### src/rtl/light_decoder_pkg.sv
// ---------------------------------------------------------------------------
// light_decoder_pkg
// Shared definitions for the optical-link receiver: default frame geometry,
// the receiver FSM state encoding and a counter-width helper.
// ---------------------------------------------------------------------------
package light_decoder_pkg;

   // Default frame geometry: data bits per frame and clocks per line symbol.
   localparam int PACKET_SIZE = 8;
   localparam int BIT_CYCLES  = 4;

   // Receiver FSM states (2-bit encoding).
   typedef enum logic [1:0] {
      DEC_IDLE  = 2'd0,
      DEC_START = 2'd1,
      DEC_DATA  = 2'd2,
      DEC_STOP  = 2'd3
   } dec_state_t;

   // Width needed to count 0..value-1, never less than one bit.
   function automatic int min1_clog2(input int value);
      int w;
      w = $clog2(value);
      if (w < 1) begin
         w = 1;
      end else begin
         w = w;
      end
      return w;
   endfunction

endpackage

### src/rtl/light_decoder_input_synchronizer.sv
// ---------------------------------------------------------------------------
// input_synchronizer
// Two-flop synchroniser that brings one asynchronous pin into the clock
// domain. Reusable for any asynchronous 1-bit input.
// Ports:
//   i_clock   : system clock, rising edge
//   i_reset_n : asynchronous active-low reset, clears both flops
//   i_async   : raw asynchronous input
//   o_sync    : synchronised copy, two clocks of latency
// ---------------------------------------------------------------------------
module input_synchronizer (
   input  logic i_clock,
   input  logic i_reset_n,
   input  logic i_async,
   output logic o_sync
);

   logic r_meta;
   logic r_sync;

   // Two-stage capture; r_meta may go metastable and is never used elsewhere.
   always_ff @(posedge i_clock or negedge i_reset_n) begin
      if (!i_reset_n) begin
         r_meta <= 1'b0;
         r_sync <= 1'b0;
      end else begin
         r_meta <= i_async;
         r_sync <= r_meta;
      end
   end

   assign o_sync = r_sync;

endmodule

### src/rtl/light_decoder.sv
// ---------------------------------------------------------------------------
// light_decoder
// Receive side of the optical link. Synchronises the photodiode bit, detects
// the start edge, samples PACKET_SIZE data bits MSB-first at mid-bit, checks
// the stop bit and presents good packets with a one-cycle valid strobe.
// Line format: idle=0, start=1, data MSB first, stop=0, BIT_CYCLES clocks each.
// Ports:
//   clock       : system clock, rising edge
//   reset       : asynchronous active-low reset
//   enable      : receiver enable; low aborts any frame and holds IDLE
//   sensor      : raw photodiode bit, asynchronous to clock
//   data        : last good packet, held until the next good frame
//   valid       : one-cycle strobe, data updated in the same cycle
//   frame_error : one-cycle strobe, stop bit read as 1
//   busy        : high whenever the receiver is not IDLE
// ---------------------------------------------------------------------------
module light_decoder
   import light_decoder_pkg::*;
#(
   parameter int P_PACKET_SIZE = PACKET_SIZE,
   parameter int P_BIT_CYCLES  = BIT_CYCLES
) (
   input  logic                     clock,
   input  logic                     reset,
   input  logic                     enable,
   input  logic                     sensor,
   output logic [P_PACKET_SIZE-1:0] data,
   output logic                     valid,
   output logic                     frame_error,
   output logic                     busy
);

   localparam int CYC_W = min1_clog2(P_BIT_CYCLES);
   localparam int BIT_W = min1_clog2(P_PACKET_SIZE);

   // Start bit is re-checked half a symbol in; data/stop use the full symbol.
   localparam logic [CYC_W-1:0] CYC_HALF_LAST = CYC_W'(P_BIT_CYCLES / 2 - 1);
   localparam logic [CYC_W-1:0] CYC_LAST      = CYC_W'(P_BIT_CYCLES - 1);
   localparam logic [BIT_W-1:0] BIT_LAST      = BIT_W'(P_PACKET_SIZE - 1);

   logic                     w_s;
   logic                     r_s_prev;
   dec_state_t               r_state;
   dec_state_t               w_state_next;
   logic [CYC_W-1:0]         r_cyc;
   logic [CYC_W-1:0]         w_cyc_next;
   logic [BIT_W-1:0]         r_bit_idx;
   logic [BIT_W-1:0]         w_bit_next;
   logic [P_PACKET_SIZE-1:0] r_shift;
   logic [P_PACKET_SIZE-1:0] w_shift_next;
   logic [P_PACKET_SIZE:0]   w_shift_cat;
   logic [P_PACKET_SIZE-1:0] r_data;
   logic [P_PACKET_SIZE-1:0] w_data_next;
   logic                     r_valid;
   logic                     w_valid_next;
   logic                     r_frame_error;
   logic                     w_frame_error_next;
   logic                     r_busy;

   input_synchronizer u_sensor_sync (
      .i_clock   (clock),
      .i_reset_n (reset),
      .i_async   (sensor),
      .o_sync    (w_s)
   );

   // Shifting in the synchronised bit; the top bit falls off.
   assign w_shift_cat = {r_shift, w_s};

   // FSM state register.
   always_ff @(posedge clock or negedge reset) begin
      if (!reset) begin
         r_state <= DEC_IDLE;
      end else begin
         r_state <= w_state_next;
      end
   end

   // Next-state, counter, shift and strobe decode.
   always_comb begin
      w_state_next       = r_state;
      w_cyc_next         = r_cyc + CYC_W'(1);
      w_bit_next         = r_bit_idx;
      w_shift_next       = r_shift;
      w_data_next        = r_data;
      w_valid_next       = 1'b0;
      w_frame_error_next = 1'b0;

      if (!enable) begin
         w_state_next = DEC_IDLE;
         w_cyc_next   = '0;
         w_bit_next   = '0;
      end else begin
         case (r_state)
            DEC_IDLE: begin
               w_cyc_next = '0;
               w_bit_next = '0;
               // Rising edge only: a line stuck high never restarts a frame.
               if (w_s && !r_s_prev) begin
                  w_state_next = DEC_START;
               end else begin
                  w_state_next = DEC_IDLE;
               end
            end
            DEC_START: begin
               if (r_cyc == CYC_HALF_LAST) begin
                  w_cyc_next = '0;
                  w_bit_next = '0;
                  // Start bit gone at mid-symbol means it was a glitch.
                  if (w_s) begin
                     w_state_next = DEC_DATA;
                  end else begin
                     w_state_next = DEC_IDLE;
                  end
               end else begin
                  w_state_next = DEC_START;
               end
            end
            DEC_DATA: begin
               if (r_cyc == CYC_LAST) begin
                  w_cyc_next   = '0;
                  w_shift_next = w_shift_cat[P_PACKET_SIZE-1:0];
                  if (r_bit_idx == BIT_LAST) begin
                     w_bit_next   = '0;
                     w_state_next = DEC_STOP;
                  end else begin
                     w_bit_next   = r_bit_idx + BIT_W'(1);
                     w_state_next = DEC_DATA;
                  end
               end else begin
                  w_state_next = DEC_DATA;
               end
            end
            DEC_STOP: begin
               if (r_cyc == CYC_LAST) begin
                  w_cyc_next   = '0;
                  w_bit_next   = '0;
                  w_state_next = DEC_IDLE;
                  if (!w_s) begin
                     w_data_next  = r_shift;
                     w_valid_next = 1'b1;
                  end else begin
                     w_frame_error_next = 1'b1;
                  end
               end else begin
                  w_state_next = DEC_STOP;
               end
            end
            default: begin
               w_state_next = DEC_IDLE;
               w_cyc_next   = '0;
               w_bit_next   = '0;
            end
         endcase
      end
   end

   // Datapath registers and registered outputs.
   always_ff @(posedge clock or negedge reset) begin
      if (!reset) begin
         r_s_prev      <= 1'b0;
         r_cyc         <= '0;
         r_bit_idx     <= '0;
         r_shift       <= '0;
         r_data        <= '0;
         r_valid       <= 1'b0;
         r_frame_error <= 1'b0;
         r_busy        <= 1'b0;
      end else begin
         r_s_prev      <= w_s;
         r_cyc         <= w_cyc_next;
         r_bit_idx     <= w_bit_next;
         r_shift       <= w_shift_next;
         r_data        <= w_data_next;
         r_valid       <= w_valid_next;
         r_frame_error <= w_frame_error_next;
         r_busy        <= (w_state_next != DEC_IDLE);
      end
   end

   assign data        = r_data;
   assign valid       = r_valid;
   assign frame_error = r_frame_error;
   assign busy        = r_busy;

endmodule
### config.mk
export PLATFORM = sky130hd
export DESIGN_NAME = light_decoder
export DESIGN_NICKNAME = d
export VERILOG_FILES = /design/src/rtl/light_decoder_pkg.sv /design/src/rtl/light_decoder_input_synchronizer.sv /design/src/rtl/light_decoder.sv
export SDC_FILE = /design/constraint.sdc
export NUM_CORES = 1
export LEC_CHECK = 0
export ABC_AREA = 1
export CAP_MARGIN = 20
export CORE_MARGIN = 10
export CORE_UTILIZATION = 31
export DETAILED_ROUTE_END_ITERATION = 7
export HOLD_SLACK_MARGIN = 0.03
export MAX_ROUTING_LAYER = met4
export PLACE_DENSITY_LB_ADDON = 0.3
export RECOVER_POWER = 100
export REMOVE_ABC_BUFFERS = 1
export SYNTH_ARGS = -nofsm -noshare
export SYNTH_HDL_FRONTEND = slang
export SYNTH_SLANG_ARGS = --single-unit
### constraint.sdc
create_clock -name clock -period 2.3 [get_ports clock]
set_input_delay 0.46 -clock clock [delete_from_list [all_inputs] [get_ports clock]]
set_output_delay 0.46 -clock clock [all_outputs]
set_load 0.005 [all_outputs]
==> results of run 1 <==
[power by group through the flow]
stage	clock (mW)	combinational, mW	sequential, mW
after floorplan	0	0.00841	0.530
after global placement	0	0.0308	0.531
after detailed placement	0	0.0317	0.531
after CTS	0.411	0.0316	0.522
after global routing	0.442	0.0333	0.522
final	0.389	0.0280	0.522
[worst max-delay path by stage]
stage | from | endpoint | cells past startpoint
3_3_place_gp | enable | data[1] | 5
2_1_floorplan | r_cyc[0] | r_shift[5] | 6
5_1_grt | enable | r_shift[1] | 6
6_report | enable | r_shift[4] | 5
4_1_cts | data[6] | data[6] | 1
3_5_place_dp | enable | r_shift[5] | 6
[logic make-up after synthesis]
| kind of cell | after synthesis |
|---|---|
| and+or+nand+nor | 61 |
| DFF | 29 |
| buffers and inverters | 23 |
| AOI/OAI and AO/OA | 15 |
| adders and majority gates | 5 |
[Yosys cell counts]
cell / instances / area share
a21boi_0: 1 / 0.0061
nand3b_1: 2 / 0.012
buf_2: 1 / 0.0040
nand3_1: 5 / 0.020
a21o_2: 1 / 0.0071
nor3_4: 1 / 0.013
o21ai_2: 1 / 0.0071
inv_1: 21 / 0.064
o21ai_0: 11 / 0.045
nand2_2: 2 / 0.010
a21oi_1: 1 / 0.0040
dfrtp_1: 29 / 0.59
nand4_1: 1 / 0.0051
ha_1: 5 / 0.051
nor2_1: 5 / 0.015
or2_2: 1 / 0.0051
nand2_1: 43 / 0.13
and3_1: 1 / 0.0051
buf_6: 1 / 0.0091
[final cells by class]
type / count / share of cell area
sequential: 29 / 0.479
multi-input combinational: 81 / 0.272
timing repair buffer: 17 / 0.103
inverter: 21 / 0.0520
clock buffer: 6 / 0.0479
tap: 48 / 0.0396
clock inverter: 2 / 0.00660
[flip-flops by register name, indices dropped and copies added, names as in the netlist]
signal,flops
busy,1
r_shift,8
u_sensor_sync.o_sync,1
u_sensor_sync.r_meta,1
r_bit_idx,3
r_state,2
data,8
r_s_prev,1
r_cyc,2
frame_error,1
valid,1
[metal layers]
metal,vias to the layer above,GRT usage,wire [um]
met3,3,0.0381,120
met2,16,0.105,1020
li1,452,-,-
met4,0,0.0369,29
met5,-,-,0
met1,419,0.0773,1010
==> impl_metrics.ini, run 1 <==
[run_status]
status = finished, final reports clean

[sta]
finClkSkew_ns = 0.00622
tightestPinTransition_ns = 0.700
whs_ns = 0.347
slew_headroom = 0.533
max_freq_mhz = 563
finalSetupViolCount = 0
hold_violations = 0
post-route-period-util = 0.772
fin_ws_ns = 0.525
drv_slew = 0
tns_ns = 0
rsz0062_at_grt = no
finalCriticalPeriod_ns = 1.78

[detailed_routing]
drtPass1Iterations = 4
vias = 890
wl_per_cell_um = 10.7
viasPerCell = 4.36
antenna_left = 0
drt_iter0_markers = 55
drt-total-wl_um = 2180
route.detailed.drc = 0

[worst_hold_path]
hold_path.class = reg2reg
hp-start = u_sensor_sync.r_meta
hold_path_depth = 0
hold_path_end = u_sensor_sync.o_sync

[placement]
dp_cells = 196
placed_cell_area_mm2 = 0.00144
dp_worst_setup_slack_ns = 0.487
place_congestion = 0.802
port_buffers = 14
dp_hpwl_um = 1540

[critical_path]
critPathKind = in2reg
worstPathCellList = dlygate4sd3_1, nand2_1, nor2_1, clkbuf_1, o21ai_0
r2r_start = r_cyc[1]
crit_path_max_incr_delay_ns = 0.67
critPathBufInv = 2
critPathLaunchType = input port
crit_required_ns = 2.45
cp_max_fo = 10
cp-end-kind = register
arrival_ns = 1.92
rr_worst_depth = 5
rrSetupSlack_ns = 0.80
crit_slowest_cell = dlygate4sd3_1
reg2reg_to = r_shift[4]
crit_family = buffers and inverters

[logic_synthesis]
yosysUniqueCellTypes = 19
synth_area_per_cell_um2 = 9.29
synth_compound_gate_area_share = 0.0688
synthMuxAreaShare = 0
yosys.area_share.adder = 0.0506
synth-seq-area-share = 0.587
synth_area_mm2 = 0.00124
synth_cells = 133
yosysWarnings = 0
ys_seq_elements = 29
synth-xor-area-share = 0
yosys.area_share.simple = 0.217
synth_top_family_by_area = simple AND/OR/NAND/NOR gates

[grt]
grt_pass1_wl_um = 3960
antenna_found_initial = 0
track_usage = 0.0719
grt_pass1_vias = 884
gr-total-overflow = 0
grt_max_degree = 30

[pwr]
internal-power_mw = 0.735
swShare = 0.218
totalPowerFinal_mw = 0.939
leakage_nw = 0.782
p_sw_mw = 0.204
seqPwrFrac = 0.556
peakVddDrop_v = 0.000292
clkPwrFrac = 0.414
p_comb_frac = 0.030
power.density_mw_per_mm2 = 619

[floorplan]
start_util = 0.328
die_area_mm2 = 0.00691
core-area_mm2 = 0.00377
die_h_um = 83.2
die_width_um = 83.2
rows = 22
top_level_ports = 15

[clock_network]
clk_pin_slew_ns = 0.06
numCtsBuffers = 5
clkLatencyLatePin_ns = 0.28
clk_path_buf_depth = 2
cts_num_sinks = 29
post_cts_buffers = 0
htree_levels = 2
cts_hold_buf = 0
cts_resized = 0
cts_tree = done
cts_root_buf = clkbuf_8

[layout]
regArea_um2 = 726
layout_commonest_cell = nand2_1
layout.cells.most_common_list = nand2_1, dfrtp_1, inv_1
fin_nets = 164
stdcell_area_mm2 = 0.00152
n_fill_cell = 363
area_delta_synth_final_pct = 22.7
fin_cells = 204
multi_input_area_um2 = 413
drive_gt1_frac = 0.0897
utilization = 0.402
insertedDiodeCount = 0

[run]
drv_cap = 0
(Power assumes the default switching activity.)
==> run 2: changes to the inputs <==
==> constraint.sdc (replaced) <==
create_clock -name clock -period 1.55 [get_ports clock]
set_input_delay 0.31 -clock clock [delete_from_list [all_inputs] [get_ports clock]]
set_output_delay 0.31 -clock clock [all_outputs]
set_load 0.005 [all_outputs]
==> run 2 against run 1 <==
Effect of this change:
- clock power increased by 71%
- non-clock buffer count is 1 higher
- sequential share of layout area fell by 1.2 points
- via count is 2.1% higher
- core utilization up 1.0 points
- global-route usage grew 0.29 points
- first-iteration DRC count is 22% higher
- die area unchanged
- power rose by 58%
- sequential power increased by 48%
- hold slack is essentially flat
- wire length increased by 4.8%
- critical path type is now reg2out
==> impl_metrics.ini, run 2 (synthesized netlist as in run 1, its figures left out) <==
[critical_path]
crit_path_max_incr_delay_ns = 0.51
crit_slowest_cell = clkdlybuf4s50_1
critPathKind = reg2out
critPathLaunchType = register
arrival_ns = 1.12
cp-end-kind = output port
critPathBufInv = 1
worstPathCellList = clkdlybuf4s50_1
crit_family = buffers and inverters
cp_max_fo = 2
crit_required_ns = 1.24

[run]
drv_cap = 0

[grt]
track_usage = 0.0748
grt_pass1_vias = 949
grt_pass1_wl_um = 4290
grt_max_degree = 30
gr-total-overflow = 0
antenna_found_initial = 0

[layout]
n_fill_cell = 391
utilization = 0.412
fin_cells = 205
layout.cells.most_common_list = nand2_1, dfrtp_1, inv_1
area_delta_synth_final_pct = 25.8
insertedDiodeCount = 0
fin_nets = 165
layout_commonest_cell = nand2_1
drive_gt1_frac = 0.102
stdcell_area_mm2 = 0.00156

[clock_network]
clk_pin_slew_ns = 0.06
htree_levels = 2
cts_hold_buf = 0
cts_num_sinks = 29
cts_resized = 0
clkLatencyLatePin_ns = 0.27
numCtsBuffers = 5
post_cts_buffers = 0
cts_tree = done
cts_root_buf = clkbuf_8
clk_path_buf_depth = 2

[placement]
dp_cells = 197
dp_hpwl_um = 1660
dp_worst_setup_slack_ns = 0.00807
place_congestion = 0.754
placed_cell_area_mm2 = 0.00146
port_buffers = 14

[sta]
rsz0062_at_grt = no
finClkSkew_ns = 0.00593
fin_ws_ns = 0.115
max_freq_mhz = 697
post-route-period-util = 0.926
whs_ns = 0.347
finalSetupViolCount = 0
slew_headroom = 0.524
finalCriticalPeriod_ns = 1.43
hold_violations = 0
tightestPinTransition_ns = 0.714
tns_ns = 0
drv_slew = 0

[pwr]
peakVddDrop_v = 0.000502
power.density_mw_per_mm2 = 955
leakage_nw = 0.815
totalPowerFinal_mw = 1.48

[run_status]
status = finished, final reports clean

[floorplan]
die_width_um = 83.2
rows = 22
die_area_mm2 = 0.00691
core-area_mm2 = 0.00377
die_h_um = 83.2
top_level_ports = 15
start_util = 0.328

[detailed_routing]
viasPerCell = 4.43
top_layer_used = met4
wl_met1_um = 1130
drt-total-wl_um = 2280
vias = 909
drt_iter0_markers = 67
route.met2.wl_um = 992
route.detailed.drc = 0
wl_per_cell_um = 11.1
antenna_left = 0
drtPass1Iterations = 4
wl_met3_um = 114

[worst_hold_path]
hold_path.class = reg2reg
[run 2: layer usage]
metal / track usage / up-vias
met4: 0.0415 / 0
met1: 0.0904 / 433
met2: 0.105 / 17
met5: - / -
met3: 0.0273 / 5
li1: - / 454
[run 2: worst reg2reg max path: stages, from the launching register on]
cell     delay, ns
dfrtp_1       0.37
ha_1          0.24
nand2_1       0.12
nor2_1        0.16
inv_1         0.14
nand2_1       0.09
o21ai_0       0.09
[run 2: final timing paths]
check                                     start              endpoint  slack, ns  depth (start not counted)
setup / recovery                        data[7]               data[7]       0.12                          1
hold / removal             u_sensor_sync.r_meta  u_sensor_sync.o_sync       0.35                          0
setup reg to reg                       r_cyc[1]            r_shift[5]       0.20                          6
hold reg to reg            u_sensor_sync.r_meta  u_sensor_sync.o_sync       0.35                          0
max in group asynchronous                 reset               data[4]       0.48                          2
min in group asynchronous                 reset          r_bit_idx[1]       0.62                          2
[run 2: cell type report]
class / instances / area, um^2 / share of cell area
clock buffers: 7 / 96.3 / 0.0619
clock inverters: 1 / 5.00 / 0.00322
inverters: 21 / 78.8 / 0.0507
multi-input cells: 81 / 413 / 0.265
flip-flops and latches: 29 / 726 / 0.467
well taps: 48 / 60.1 / 0.0386
repair buffers: 18 / 176 / 0.113
[run 2: power by group]
part | internal [mW] | switching, mW
Combinational | 0.0156 | 0.0288
Clock | 0.400 | 0.266
Sequential | 0.766 | 0.00774
==> run 3: changes to the inputs <==
--- a/config.mk
+++ b/config.mk
@@ -10,11 +10,13 @@
 export CORE_MARGIN = 10
 export CORE_UTILIZATION = 31
 export DETAILED_ROUTE_END_ITERATION = 7
+export GPL_ROUTABILITY_DRIVEN = 0
 export HOLD_SLACK_MARGIN = 0.03
 export MAX_ROUTING_LAYER = met4
 export PLACE_DENSITY_LB_ADDON = 0.3
 export RECOVER_POWER = 100
 export REMOVE_ABC_BUFFERS = 1
+export SLEW_MARGIN = 5
 export SYNTH_ARGS = -nofsm -noshare
 export SYNTH_HDL_FRONTEND = slang
 export SYNTH_SLANG_ARGS = --single-unit
==> results of run 3 <==
No change in the layout: final DEF, timing and power equal those of run 2.
